[src/rtl/drp_reconf_ctrl_pkg.sv]
// Shared definitions for the PLL DRP reconfiguration controller:
// FSM state encoding and the two register configuration sets.
package drp_reconf_ctrl_pkg;

  typedef enum logic [3:0] {
    IDLE,
    RST_PLL,
    READ,
    WAIT_R,
    MODIFY,
    WRITE,
    WAIT_W,
    NEXT,
    RELEASE,
    WAIT_LOCK,
    DONE
  } state_e;

  localparam int ROM_IDX_W = 3;

  // Bits kept from the value read back from the PLL for each register kind.
  localparam logic [15:0] MASK_CLKREG1  = 16'h1000;
  localparam logic [15:0] MASK_CLKREG2  = 16'hFC00;
  localparam logic [15:0] MASK_DIVREG   = 16'hC000;
  localparam logic [15:0] MASK_POWERREG = 16'h0000;

  // Register order shared by both sets; element 0 is written first.
  localparam logic [7:0][6:0] REG_ADDR = {
    7'h28, 7'h16, 7'h15, 7'h14, 7'h0B, 7'h0A, 7'h09, 7'h08
  };

  localparam logic [7:0][15:0] REG_MASK = {
    MASK_POWERREG, MASK_DIVREG, MASK_CLKREG2, MASK_CLKREG1,
    MASK_CLKREG2,  MASK_CLKREG1, MASK_CLKREG2, MASK_CLKREG1
  };

  // Set 0 runs CLKOUT0 at divide 4, set 1 at divide 8. Data bits under a
  // mask bit are always zero so the OR merge never corrupts kept bits.
  localparam logic [1:0][7:0][15:0] REG_DATA = {
    {16'hFFFF, 16'h1082, 16'h0000, 16'h0186, 16'h0000, 16'h0082, 16'h0000, 16'h0104},
    {16'hFFFF, 16'h1041, 16'h0000, 16'h0145, 16'h0000, 16'h0041, 16'h0000, 16'h0082}
  };

  // Read-modify-write merge: keep masked bits of the readback, insert new field values.
  function automatic logic [15:0] merge_field(input logic [15:0] rd,
                                              input logic [15:0] mask,
                                              input logic [15:0] data);
    return (rd & mask) | data;
  endfunction

endpackage

[src/rtl/drp_reconf_ctrl_rom.sv]
// Combinational configuration table, indexed by {set, index}.
module reconf_rom
  import drp_reconf_ctrl_pkg::*;
(
  input  logic                 set,
  input  logic [ROM_IDX_W-1:0] idx,
  output logic [6:0]           addr,
  output logic [15:0]          mask,
  output logic [15:0]          data
);

  // Pure table lookup; address and mask are common to both sets.
  always_comb begin
    addr = REG_ADDR[idx];
    mask = REG_MASK[idx];
    data = REG_DATA[set][idx];
  end

endmodule

[src/rtl/drp_reconf_ctrl.sv]
// PLL dynamic reconfiguration controller: holds the PLL in reset, performs a
// read-modify-write of every table entry over DRP, then waits for lock.
module drp_reconf_ctrl
  import drp_reconf_ctrl_pkg::*;
#(
  parameter int ENTRIES = 8,
  parameter int TIMEOUT = 255
)
(
  input  logic        DCLK,
  input  logic        RST,
  input  logic        SSTEP,
  input  logic        SSTATE,
  input  logic        LOCKED,
  input  logic [15:0] DO,
  input  logic        DRDY,
  output logic [6:0]  DADDR,
  output logic        DEN,
  output logic        DWE,
  output logic [15:0] DI,
  output logic        PLL_RST,
  output logic        SRDY,
  output logic        BUSY,
  output logic        ERR
);

  localparam logic [ROM_IDX_W-1:0] IDX_LAST  = ROM_IDX_W'(ENTRIES - 1);
  localparam logic [7:0]           WAIT_LAST = 8'(TIMEOUT - 1);

  state_e                 state, next_state;
  logic                   set_sel;
  logic [ROM_IDX_W-1:0]   idx, idx_nxt;
  logic [7:0]             wait_cnt;
  logic                   in_wait;
  logic                   wait_expired;
  logic                   drdy_seen;
  logic                   timeout_hit;
  logic [15:0]            rd_data;
  logic [6:0]             rom_addr;
  logic [15:0]            rom_mask;
  logic [15:0]            rom_data;

  // The table is addressed with the index the FSM is about to use, so the
  // DRP bus registers can load the correct entry on entry to READ/WRITE.
  reconf_rom u_rom (
    .set  (set_sel),
    .idx  (idx_nxt),
    .addr (rom_addr),
    .mask (rom_mask),
    .data (rom_data)
  );

  assign in_wait      = (state == RST_PLL) || (state == WAIT_R) ||
                        (state == WAIT_W)  || (state == WAIT_LOCK);
  assign wait_expired = (wait_cnt == WAIT_LAST);
  // First cycle after a DEN is skipped: DRDY may still reflect the previous access.
  assign drdy_seen    = DRDY && (wait_cnt != 8'd0);

  // Next-state, index and timeout decode.
  always_comb begin
    next_state  = state;
    idx_nxt     = idx;
    timeout_hit = 1'b0;
    case (state)
      IDLE: begin
        if (SSTEP) begin
          next_state = RST_PLL;
          idx_nxt    = '0;
        end
      end
      RST_PLL: begin
        if (DRDY) begin
          next_state = READ;
        end else if (wait_expired) begin
          next_state  = IDLE;
          timeout_hit = 1'b1;
        end
      end
      READ:   next_state = WAIT_R;
      WAIT_R: begin
        if (drdy_seen) begin
          next_state = MODIFY;
        end else if (wait_expired) begin
          next_state  = IDLE;
          timeout_hit = 1'b1;
        end
      end
      MODIFY: next_state = WRITE;
      WRITE:  next_state = WAIT_W;
      WAIT_W: begin
        if (drdy_seen) begin
          next_state = NEXT;
        end else if (wait_expired) begin
          next_state  = IDLE;
          timeout_hit = 1'b1;
        end
      end
      NEXT: begin
        if (idx == IDX_LAST) begin
          next_state = RELEASE;
        end else begin
          idx_nxt    = idx + 1'b1;
          next_state = READ;
        end
      end
      RELEASE: next_state = WAIT_LOCK;
      WAIT_LOCK: begin
        if (LOCKED) begin
          next_state = DONE;
        end else if (wait_expired) begin
          next_state  = IDLE;
          timeout_hit = 1'b1;
        end
      end
      DONE:    next_state = IDLE;
      default: next_state = IDLE;
    endcase
  end

  // State register.
  always_ff @(posedge DCLK) begin
    if (RST) state <= IDLE;
    else     state <= next_state;
  end

  // Sequence control: set select, entry index, wait counter and sticky error.
  always_ff @(posedge DCLK) begin
    if (RST) begin
      set_sel  <= 1'b0;
      idx      <= '0;
      wait_cnt <= 8'd0;
      ERR      <= 1'b0;
    end else begin
      idx <= idx_nxt;
      if (state == IDLE && SSTEP) begin
        set_sel <= SSTATE;
        ERR     <= 1'b0;
      end
      if (timeout_hit) ERR <= 1'b1;
      if (next_state != state) wait_cnt <= 8'd0;
      else if (in_wait)        wait_cnt <= wait_cnt + 8'd1;
    end
  end

  // DRP bus registers: address/direction load on entry to an access cycle,
  // write data loads in MODIFY, and all of them hold otherwise.
  always_ff @(posedge DCLK) begin
    if (RST) begin
      DADDR <= 7'd0;
      DWE   <= 1'b0;
      DI    <= 16'd0;
    end else begin
      if (next_state == READ || next_state == WRITE) begin
        DADDR <= rom_addr;
        DWE   <= (next_state == WRITE);
      end
      if (state == MODIFY) DI <= merge_field(rd_data, rom_mask, rom_data);
    end
  end

  // Readback capture on the completing DRDY.
  always_ff @(posedge DCLK) begin
    if (state == WAIT_R && drdy_seen) rd_data <= DO;
  end

  assign DEN     = (state == READ) || (state == WRITE);
  assign PLL_RST = (state == RST_PLL) || (state == READ)  || (state == WAIT_R) ||
                   (state == MODIFY)  || (state == WRITE) || (state == WAIT_W) ||
                   (state == NEXT);
  assign SRDY    = (state == DONE);
  assign BUSY    = (state != IDLE);

endmodule

[config.mk]
export PLATFORM = sky130hd
export DESIGN_NAME = drp_reconf_ctrl
export DESIGN_NICKNAME = d
export VERILOG_FILES = /design/src/rtl/drp_reconf_ctrl_pkg.sv /design/src/rtl/drp_reconf_ctrl_rom.sv /design/src/rtl/drp_reconf_ctrl.sv
export SDC_FILE = /design/constraint.sdc
export NUM_CORES = 1
export LEC_CHECK = 0
export BUFFER_PORTS_ARGS = -buffer_cell sky130_fd_sc_hd__clkbuf_2
export CAP_MARGIN = 10
export CORE_UTILIZATION = 49
export DETAILED_ROUTE_END_ITERATION = 8
export GPL_TIMING_DRIVEN = 0
export PLACE_DENSITY = 0.85
export SYNTH_ARGS = -nofsm -noshare
export SYNTH_HDL_FRONTEND = slang
export SYNTH_SLANG_ARGS = --single-unit
[constraint.sdc]
create_clock -name DCLK -period 2.3 [get_ports DCLK]
set_clock_uncertainty 0.2 [all_clocks]
set_input_delay 0.46 -clock DCLK [delete_from_list [all_inputs] [get_ports DCLK]]
set_output_delay 0.46 -clock DCLK [all_outputs]
set_load 0.01 [all_outputs]
After elaboration in Yosys (flattened, before gate mapping)
Memories as Yosys holds them, arrays and structs flattened. A register that Yosys moved wholly into a read port is not among the register bits.
Index checks and enable logic that the tools add are counted.
{ "word_totals": {"reg_bits": 50, "rom_bits": 184, "wordCells": 74, "mem_count": 2} }
{ "op_classes": {"addsub": 2, "n_lt_le_gt_ge": 2, "eq_ne": 15, "mux": 23, "n_bitwise": 2, "n_reduce_logical": 20} }
{ "mem_list": {"columns": ["name", "words", "width", "rd", "rd_clocked_by_memory_dff", "wr", "line_no", "source"], "rows": [
  ["(no name shown)", 8, 16, 1, 0, 0, "drp_reconf_ctrl_rom.sv:15", "mask = REG_MASK[idx];"],
  ["(no name shown)", 8, 7, 1, 1, 0, "drp_reconf_ctrl_rom.sv:14", "addr = REG_ADDR[idx];"]
]} }
{ "op_table": {"columns": ["op", "n"], "rows": [
  ["$mux 128", 1],
  ["$mux 104", 1],
  ["$bmux 16 s3", 1],
  ["$pmux 4 s10", 1],
  ["$mux 16", 2],
  ["$mux 4", 7],
  ["$eq 4x3->1 const B", 5],
  ["$and 16x16->16", 1],
  ["$or 16x16->16", 1],
  ["$eq 4x2->1 const B", 3],
  ["$eq 4x4->1 const B", 3],
  ["$logic_or 1x1->1", 11],
  ["$add 8x1->8 const B", 1],
  ["$eq 8x8->1 const B", 1],
  ["$reduce_bool 8->1", 1],
  ["$mux 1", 6],
  ["$mux 3", 2],
  ["$pmux 3 s2", 1],
  ["$eq 4x1->1 const B", 1],
  ["$logic_not 4->1", 1],
  ["$lt 3x4->1 const B", 1],
  ["$ne 4x4->1", 1],
  ["$reduce_bool 4->1", 1],
  ["$reduce_or 2->1", 2],
  ["other kinds (6)", 8]
]} }

Longest topological paths before layout
Gate-level depths: netlist (run 1).
{ "logic_depth": {"word_depth": 7, "ltp_mapped": 11, "depth_no_buf": 10} }

By module
From an unflattened synthesis (run 1), not the netlist that was laid out.
{ "unflattened": {"cells_unflattened": 311, "area_unflattened_um2": 2964.1} }
{ "modules_own_cells": {"columns": ["mod", "n_inst", "cells_per_inst", "area_each_um2", "seq_area_each_um2"], "rows": [
  ["drp_reconf_ctrl", 1, 257, 2585.0, 1301.2],
  ["reconf_rom", 1, 54, 379.1, 0.0]
]} }

Worst setup path before layout (run 1)
OpenSTA, ideal clock, no wires.
{ "synth_path": {"path_type": "reg-to-reg", "startpoint": "register state[0]", "endpoint": "register DI[15]", "setup_time_ns": 0.132, "arrival_ns": 2.170, "required_time_ns": 1.968, "setup_slack_ns": -0.202, "path_stages_with_launch": 11, "synth_period_minus_slack_ns": 2.502, "path_cell_list": "dfxtp_1 buf_2 nor4_2 a22oi_1 mux2i_2 inv_1 ha_1 o31ai_1 a21oi_1 nand2_1 a31oi_1"} }
{ "synth_between": {"elab_chain_cells": 6, "elab_cells_between_ends": 10} }
{ "synth_lines": {"columns": ["item", "line_no", "source"], "rows": [
  ["from (decl)", "drp_reconf_ctrl.sv:30", "state_e state, next_state;"],
  ["from (signal assigned)", "drp_reconf_ctrl.sv:123", "else state <= next_state;"],
  ["$eq 4x3->1 or $logic_not 4->1 (tied branches)", "drp_reconf_ctrl.sv:64", "case (state)"],
  ["$pmux 3 s2 *", "drp_reconf_ctrl.sv:64", null],
  ["via idx_nxt[0]", "drp_reconf_ctrl.sv:32", "logic [ROM_IDX_W-1:0] idx, idx_nxt;"],
  ["$mem_v2 8x16", null, null],
  ["$mux 16 (implied by the code)", "drp_reconf_ctrl_rom.sv:15", null],
  ["$and 16x16->16", "drp_reconf_ctrl_pkg.sv:48", "return (rd & mask) | data;"],
  ["$or 16x16->16 *", "drp_reconf_ctrl_pkg.sv:48", null],
  ["to (signal assigned)", "drp_reconf_ctrl.sv:157", "if (state == MODIFY) DI <= merge_field(rd_data, rom_mask, rom_data);"],
  ["to (decl)", "drp_reconf_ctrl.sv:20", "output logic [15:0] DI,"]
]} }
The timed path passes the listed nets; every way through them passes the cells marked *. The select of a mux whose other input is x is not followed.
A chain may end at the register's enable or synchronous reset.

Worst setup path in the final report (run 1)
{ "layout_path": {"startpoint": "register wait_cnt[0]", "endpoint": "register DADDR[4]"} }
{ "layout_between": {"elab_chain_cells": 6, "elab_cells_between_ends": 12} }
{ "layout_lines": {"columns": ["item", "line_no", "source"], "rows": [
  ["from (decl)", "drp_reconf_ctrl.sv:33", "logic [7:0] wait_cnt;"],
  ["from (signal assigned)", "drp_reconf_ctrl.sv:141", "else if (in_wait) wait_cnt <= wait_cnt + 8'd1;"],
  ["$eq 8x8->1 or $reduce_bool 8->1 (tied branches)", "drp_reconf_ctrl.sv:55, drp_reconf_ctrl.sv:57", null],
  ["$mux 4 or $logic_and 1x1->1 (tied branches)", null, null],
  ["$mux 4, on equally long branches", null, null],
  ["$pmux 4 s10 *", "drp_reconf_ctrl.sv:64", null],
  ["$eq 4x2->1 or $eq 4x3->1 (tied branches)", "drp_reconf_ctrl.sv:153", "if (next_state == READ || next_state == WRITE) begin"],
  ["$logic_or 1x1->1 *", "drp_reconf_ctrl.sv:153", null],
  ["to (decl)", "drp_reconf_ctrl.sv:17", "output logic [6:0] DADDR,"]
]} }
Every way passes the cells marked *; elsewhere a longest branch is shown, timed or not.

==> results of run 1 <==
critical path: stages, from the launching register on:
cell	delay, ps
dfxtp_4	360
inv_4	70
ha_4	120
or4b_4	480
o21ai_4	190
a31o_4	190
o41ai_4	100
or4b_1	520
o21ai_1	90
cell usage after synthesis, drive strengths merged, types with 3 or more instances:
master	count
nand4b	3
and2	3
a22oi	3
a21oi	11
mux2i	5
edfxtp	6
nor2	33
ha	8
dfxtp	33
xnor2	5
nor3	10
o21ai	10
nand4	3
nand3	13
nor4	3
inv	11
buf	17
nor2b	3
a31oi	8
nand2	21
o41ai	4
clkbuf	6
xor2	3
sequential cells by signal, summed over array words and instances (netlist names):
signal    count
wait_cnt      8
set_sel       1
state         4
ERR           1
DADDR         5
rd_data       6
idx           3
DWE           1
DI           10
through the flow:
| stage | instances | setup TNS, ps | utilization, % |
|---|---|---|---|
| after global placement | 351 | -4070 | 57.9 |
| after detailed placement | 351 | -4580 | 57.9 |
| after CTS | 367 | -233 | 64.9 |
| final | 384 | -204 | 72.0 |
| after global routing | 384 | -1400 | 72.0 |
| after floorplan | 260 | -38.4 | - |
power breakdown:
group / total (µW) / leakage [µW] / switching [µW] / internal, µW
Combinational: 277 / 0.000877 / 152 / 125
Clock: 463 / 0.0000452 / 249 / 214
Sequential: 710 / 0.000326 / 12.0 / 698
cell usage in the layout (no fill, tap or decap), drive strengths merged, types with 2 or more instances in the layout:
cell type and instances:
xor2 3, nor4 3, xnor2 5, nor3 10
clkinv 2, or3 2, nand3 13, a31oi 8
nand4b 3, o211ai 2, or4b 2, clkbuf 48
mux2i 5, dfxtp 33, nand2b 2, o31a 2
a22oi 3, nand2 21, o31ai 2, nand4 3
a21oi 11, ha 8, edfxtp 6, buf 45
inv 11, and4b 2, o41ai 4, a31o 2
nor2b 3, and2 3, nor2 33, o21ai 10
worst paths after layout:
path | from | endpoint | slack, ps
min reg2reg | DADDR[0] | DADDR[0] | 270
max | wait_cnt[0] | DADDR[4] | -90
min | DO[13] | rd_data[13] | 130
max reg2reg | wait_cnt[0] | DADDR[4] | -90
kinds of logic (layout without fill, tap and decap cells):
kind of cell / count (synthesis) / after routing / share of synthesized area, %
xor gates and xnor gates: 8 / 8 / 3.11
other: 1 / 1 / 0.166
DFF: 39 / 39 / 37.3
buffers and inverters: 34 / 106 / 7.38
and+or+nand+nor: 107 / 107 / 25.7
adders and majority gates: 8 / 8 / 4.44
muxes: 6 / 6 / 2.89
AOI/OAI and AO/OA: 57 / 57 / 19.0
metal layers:
layer | global-route usage, % | up-vias | wire length (µm) | share of wire [%]
met4 | 9.56 | 0 | 226 | 3.4
li1 | - | 1083 | - | -
met3 | 5.38 | 26 | 444 | 6.8
met5 | 0 | - | 0 | 0
met2 | 39.9 | 101 | 3190 | 49
met1 | 31.3 | 1103 | 2700 | 41
timing repair:
item	CTS	global route
resized for setup	39	39
setup buffers	9	19
gates cloned	0	1
pin swaps	12	21
endpoints found under the setup margin	23	23
cell type report:
class | instances | area (µm²)
inverter | 11 | 51.3
timing repair buffer | 68 | 418
clock inverter | 2 | 13.8
multi-input combinational | 187 | 1530
buffer | 19 | 143
tap | 52 | 65.1
fill | 302 | 1230
sequential | 39 | 863
clock buffer | 6 | 72.6
==> results.md, run 1 <==
- Status: finished with violations
- Failing checks: setup timing
- Reg2Reg Depth: 8
- Core region area: 0.00438 mm²
- Worst setup slack after placement: -314 ps
- Worst hold slack: 129 ps
- DP Area: 0.00254 mm²
- Seq/Total Area, Yosys: 37.3%
- Initial antenna violation count: 0
- Synth warnings: 0
- Initial core utilization: 51.4%
- Min Tclk post-route: 2390 ps
- Final worst setup slack: -89.3 ps
- Later-pin clock latency in the skew report: 300 ps
- WL/cell: 17.1 µm
- Fin crit share: 104%
- Nets: 361
- Ratio of cells with drive above 1 in the final layout: 44.6%
- Max_slew headroom: 66.1%
- Synth top area cells: dfxtp_1 29%, edfxtp_1 8.0%, nor2_1 5.5%
- Total vias in the final route: 2,313
- Synth cell types: 64
- Final Wtd Congestion: 0.912
- Clk sinks: 39
- Synth Register Bits: 39
- Synth Cell Area: 0.00225 mm²
- Number of max-cap violations: 0
- Final setup fails: 6
- Worst-margin pin slew: 509 ps
- Syn Inst Count: 260
- Critical path arrival: 2420 ps
- Fmax: 0.419 GHz
- Syn avg cell area: 8.67 µm²
- Hold-critical path depth: 1
- Crit path launch type: flip-flop
- # hold bufs at CTS: 0
- Rows: 24
- Clock root buffer: clkbuf_8
- Post-Route WL: 6.56 mm
- Synth-to-layout area growth: 40.1%
- Total CTS buffers: 5
- DRC viols: 0
- Ant diodes: 0
- Die Wd: 69.8 µm
- Largest net degree at the start of global routing: 14
- Dpl hpwl: 3.87 mm
- Peak supply drop: 333 µV
- # H-tree levels: 2
- Leakage: 0.00125 µW
- CP required: 2330 ps
- Main synth FF type: dfxtp_1
- Critical path type: flip-flop to flip-flop
- RSZ-0062 raised after global routing: yes
- Post-synthesis net count: 290
- Worst-path fanout max: 4
- Final Cell Area: 0.00316 mm²
- Via/cell ratio: 6.02
- Tot Pwr: 1450 µW
- Clk pin slew, worst setup/hold paths: 80 ps
- Synth top area share: 29.3%
- Largest area contributor in the netlist: dfxtp_1
- Total die area: 0.00487 mm²
- Crit path capture type: flip-flop
- Final hold violations: 0
- FFs w/ async S/R, synth: 0%
- Total global-route track usage: 24.4%
- Post-route ant nets: 0
- Cell area power density: 459 mW/mm²
- First-pass GRT wire length: 9.40 mm
- Final Max Tran Viols: 0
- Post-synth EDFFs: 6
- Total grt overflow: 0
- DRT iter0 DRCs: 183
- # IOs: 51
- I/O Buffers: 39
- Vias in the first global route: 1,941
- Min-delay worst type: input pin to flip-flop
- Bufs on Longest Clock Path: 2
- Die Y: 69.8 µm
- DRT Pass-1 Iters: 6
- TritonCTS clock tree: built
Power figures use the tool's default switching activity.
==> run 2, diff against run 1 <==
--- a/config.mk
+++ b/config.mk
@@ -10,6 +10,7 @@
 export CORE_UTILIZATION = 49
 export DETAILED_ROUTE_END_ITERATION = 8
 export GPL_TIMING_DRIVEN = 0
+export MAX_ROUTING_LAYER = met4
 export PLACE_DENSITY = 0.85
 export SYNTH_ARGS = -nofsm -noshare
 export SYNTH_HDL_FRONTEND = slang
==> results.md, run 2 (synthesis results as in run 1) <==
- Core region area: 0.00438 mm²
- Ratio of cells with drive above 1 in the final layout: 42.9%
- Clock root buffer: clkbuf_8
- Critical path type: flip-flop to flip-flop
- Biggest regs: DI x10, wait_cnt x8, rd_data x6
- Die Y: 69.8 µm
- Status: finished with violations
- Bufs on Longest Clock Path: 2
- Initial antenna violation count: 0
- Peak supply drop: 373 µV
- Dpl hpwl: 4.02 mm
- Leakage: 0.00121 µW
- Post-route ant nets: 0
- CP Launch Point: state[3]
- Worst setup slack after placement: -384 ps
- I/O Buffers: 39
- Total vias in the final route: 2,287
- RSZ-0062 raised after global routing: yes
- DRT iter0 DRCs: 195
- Reg2reg start: state[3]
- Final setup fails: 6
- Reg-to-reg endpoint: DI[7]
- Max_slew headroom: 64.5%
- Worst-path fanout max: 7
- # hold bufs at CTS: 0
- CP bufs+invs: 2
- Crit-path max cell delay: 420 ps
- Delay-heaviest family, CP: compound AO/OA/AOI/OAI gates
- Total CTS buffers: 5
- Filler instances: 334
- Worst hold slack: 134 ps
- Ant diodes: 0
- DP Area: 0.00254 mm²
- Layout Utilization: 70.0%
- Cell area power density: 475 mW/mm²
- Most frequent cells in the layout: 40 x clkbuf_2, 31 x nor2_1, 24 x dfxtp_1, 24 x buf_4, 20 x nand2_1
- Hold-critical path depth: 1
- Commonest non-fill, non-tap cell in the layout: clkbuf_2
- # IOs: 51
- Min Tclk post-route: 2390 ps
- Total grt overflow: 0
- Final Wtd Congestion: 0.940
- Synth-to-layout area growth: 36.2%
- Fmax: 0.418 GHz
- Later-pin clock latency in the skew report: 300 ps
- Largest net degree at the start of global routing: 14
- Total die area: 0.00487 mm²
- Final hold violations: 0
- DRT Pass-1 Iters: 5
- Worst path depth: 8
- Clk pin slew, worst setup/hold paths: 80 ps
- CP endpoint: DI[7]
- Crit path capture type: flip-flop
- Initial core utilization: 51.4%
- Cell mode on critical path: buf_6
- Min-delay worst type: input pin to flip-flop
- Final Max Tran Viols: 0
- Vias in the first global route: 1,990
- Top reg by flops: DI
- Flop2flop setup slack: -90 ps
- TritonCTS clock tree: built
- Final Cell Area: 0.00307 mm²
- Critical path arrival: 2400 ps
- Fin crit share: 104%
- Clk sinks: 39
- Reg2Reg Depth: 8
- First-pass GRT wire length: 9.66 mm
- Die Wd: 69.8 µm
- Crit path launch type: flip-flop
- Via/cell ratio: 6.08
- DRC viols: 0
- Final worst setup slack: -94.4 ps
- Failing checks: setup timing
- Slowest CP cell: dfxtp_4
- Rows: 24
- Post-Route WL: 6.47 mm
- Number of max-cap violations: 0
- CP required: 2300 ps
- # H-tree levels: 2
- Total global-route track usage: 25.7%
- Largest register FFs: 10
- CP Cell Sequence: buf_6 > and4b_1 > a22oi_2 > mux2i_4 > buf_6 > o31a_1 > or3_1 > o41ai_2
- WL/cell: 17.2 µm
- Worst-margin pin slew: 533 ps
- Nets: 353
-- run 2: final cells by class --
type / instances / area, µm² / share of cell area, %
multi-input cells: 187 / 1500 / 49.0
plain buffers: 20 / 150 / 4.89
inverters: 11 / 51.3 / 1.67
well taps: 52 / 65.1 / 2.12
clock buffers: 5 / 68.8 / 2.24
flip-flops and latches: 39 / 862 / 28.1
clock inverters: 3 / 20.0 / 0.652
repair buffers: 59 / 348 / 11.3
-- run 2: stage by stage --
step | cells | total power [µW] | TNS [ps]
2_1_floorplan | 260 | 870 | -38.4
3_3_place_gp | 351 | 927 | -4070
3_5_place_dp | 351 | 931 | -5120
4_1_cts | 366 | 1420 | -69.6
5_1_grt | 376 | 1510 | -1530
6_report | 376 | 1460 | -322
-- run 2: how the worst min path moves through the flow --
stage | startpoint | end | slack (ps)
after detailed placement | DADDR[0] | DADDR[0] | 260
after floorplan | rd_data[14] | DI[14] | 280
after global placement | DADDR[0] | DADDR[0] | 240
after CTS | DO[13] | rd_data[13] | 130
final | DO[11] | rd_data[11] | 130
after global routing | DO[13] | rd_data[13] | 130
-- run 2: power by group --
part / leakage (µW) / switching, µW / internal [µW]
sequential: 0.000326 / 7.53 / 698
clock: 0.0000402 / 261 / 211
combinational: 0.000847 / 159 / 121
-- run 2: layer usage --
layer	global-route usage [%]	part of all wire (%)
met1	32.8	40
met2	40.8	49
met3	4.22	7.5
met4	10.0	3.6
met5	-	0
-- run 2: what timing repair did --
action / 4_1_cts / 5_1_grt
setup endpoints to repair: 22 / 20
pin swaps: 11 / 13
buffers inserted: 9 / 9
gates resized for setup: 45 / 29
cloned: 0 / 2
==> run 3, diff against run 2 <==
--- a/config.mk
+++ b/config.mk
@@ -11,7 +11,7 @@
 export DETAILED_ROUTE_END_ITERATION = 8
 export GPL_TIMING_DRIVEN = 0
 export MAX_ROUTING_LAYER = met4
-export PLACE_DENSITY = 0.85
+export PLACE_DENSITY = 0.76
 export SYNTH_ARGS = -nofsm -noshare
 export SYNTH_HDL_FRONTEND = slang
 export SYNTH_SLANG_ARGS = --single-unit
==> constraint.sdc (replaced) <==
create_clock -name DCLK -period 2.3 [get_ports DCLK]
set_clock_uncertainty 0.2 [all_clocks]
set_input_delay 0.575 -clock DCLK [delete_from_list [all_inputs] [get_ports DCLK]]
set_output_delay 0.575 -clock DCLK [all_outputs]
set_load 0.01 [all_outputs]
==> results.md, run 3 (synthesis results as in run 1) <==
- Crit path capture type: flip-flop
- Total global-route track usage: 26.2%
- Final hold violations: 0
- Largest register FFs: 10
- Critical path type: flip-flop to flip-flop
- Later-pin clock latency in the skew report: 300 ps
- Nets: 355
- I/O Buffers: 39
- Layout Utilization: 70.3%
- Final worst setup slack: -84.6 ps
- CP Cell Sequence: clkinvlp_4 > or4_4 > a21oi_4 > a31oi_4 > or4b_1 > o21ai_1
- Failing checks: setup timing
- Rows: 24
- Register Area: 868 µm²
- Status: finished with violations
- DRT iter0 DRCs: 178
- Filler instances: 317
- Worst hold slack: 247 ps
- Initial antenna violation count: 0
- Ant diodes: 0
- Initial core utilization: 51.4%
- RSZ-0062 raised after global routing: yes
- Crit-path max cell delay: 570 ps
- Fmax: 0.419 GHz
- # IOs: 51
- First-pass GRT wire length: 9.66 mm
- CP bufs+invs: 1
- Die Y: 69.8 µm
- Total die area: 0.00487 mm²
- Leakage: 0.00122 µW
- Most frequent cells in the layout: 40 x clkbuf_2, 32 x nor2_1, 32 x buf_4
- Tot Pwr: 1560 µW
- Delay-heaviest family, CP: simple AND/OR/NAND/NOR gates
- Total CTS buffers: 5
- # H-tree levels: 2
- Dpl hpwl: 3.83 mm
- Synth-to-layout area growth: 36.8%
- Final setup fails: 3
- Die Wd: 69.8 µm
- Slowest CP cell: or4_4
- Cell area power density: 505 mW/mm²
- Largest net degree at the start of global routing: 14
- Core region area: 0.00438 mm²
- WL/cell: 15.9 µm
- Worst-path fanout max: 8
- Min Tclk post-route: 2380 ps
- Max_slew headroom: 64.8%
- Ratio of cells with drive above 1 in the final layout: 42.6%
- CP required: 2340 ps
- DRC viols: 0
- Total grt overflow: 0
- Area of the multi-input gates: 0.00147 mm²
- Final Max Tran Viols: 0
- Via/cell ratio: 5.87
- Min-delay worst type: input pin to flip-flop
- Number of max-cap violations: 0
- TritonCTS clock tree: built
- Commonest non-fill, non-tap cell in the layout: clkbuf_2
- Clk pin slew, worst setup/hold paths: 80 ps
- Total vias in the final route: 2,219
- Top reg by flops: DI
- Worst-margin pin slew: 524 ps
- DRT Pass-1 Iters: 5
- Biggest regs: DI x10, wait_cnt x8, rd_data x6
- Crit path launch type: flip-flop
- Peak supply drop: 419 µV
- # hold bufs at CTS: 0
- Bufs on Longest Clock Path: 2
- Post-route ant nets: 0
- Vias in the first global route: 2,126
- Clock root buffer: clkbuf_8
- Clk sinks: 39
- Worst setup slack after placement: -362 ps
- Fin crit share: 104%
- Final Wtd Congestion: 1.01
- Post-Route WL: 6.02 mm
- Critical path arrival: 2420 ps
## run 3: layout make-up
cell class,instances,share of cell area [%]
plain buffers,18,4.55
clock buffers,5,2.23
clock inverters,3,1.38
inverters,11,1.62
multi-input cells,187,47.8
flip-flops and latches,39,28.2
well taps,52,2.11
repair buffers,63,12.2
## run 3: stage by stage
step / cells / instance area (µm²) / TNS, ps
global placement: 351 / 2540 / -4630
finish: 378 / 3080 / -105
global route: 378 / 3080 / -1180
floorplan: 260 / 2280 / -38.4
detailed placement: 351 / 2540 / -4950
CTS: 369 / 2930 / -2.01
## run 3: routing by layer
metal / wire, µm / global-route usage [%]
met1: 2520 / 30.3
met2: 2920 / 42.0
met3: 370 / 7.27
met4: 208 / 12.2
met5: 0 / -
## run 3: worst paths after layout
path	slack, ps	end	start	cells past startpoint
hold / removal	250	rd_data[14]	DO[14]	1
setup / recovery	-80	DADDR[4]	state[0]	6
hold reg to reg	270	DADDR[4]	DADDR[4]	2
setup reg to reg	-80	DADDR[4]	state[0]	6
## run 3: timing repair
| item | 4_1_cts | 5_1_grt |
|---|---|---|
| setup buffers | 14 | 10 |
| resized for setup | 48 | 19 |
| endpoints found under the setup margin | 25 | 22 |
| pin swaps | 9 | 5 |
## run 3: power breakdown
group          switching [µW]  total, µW  leakage [µW]  internal, µW
Combinational             141        266      0.000839           124
Sequential               17.7        716      0.000328           698
Clock                     251        574     0.0000562           323
Total                     410       1560       0.00122          1150
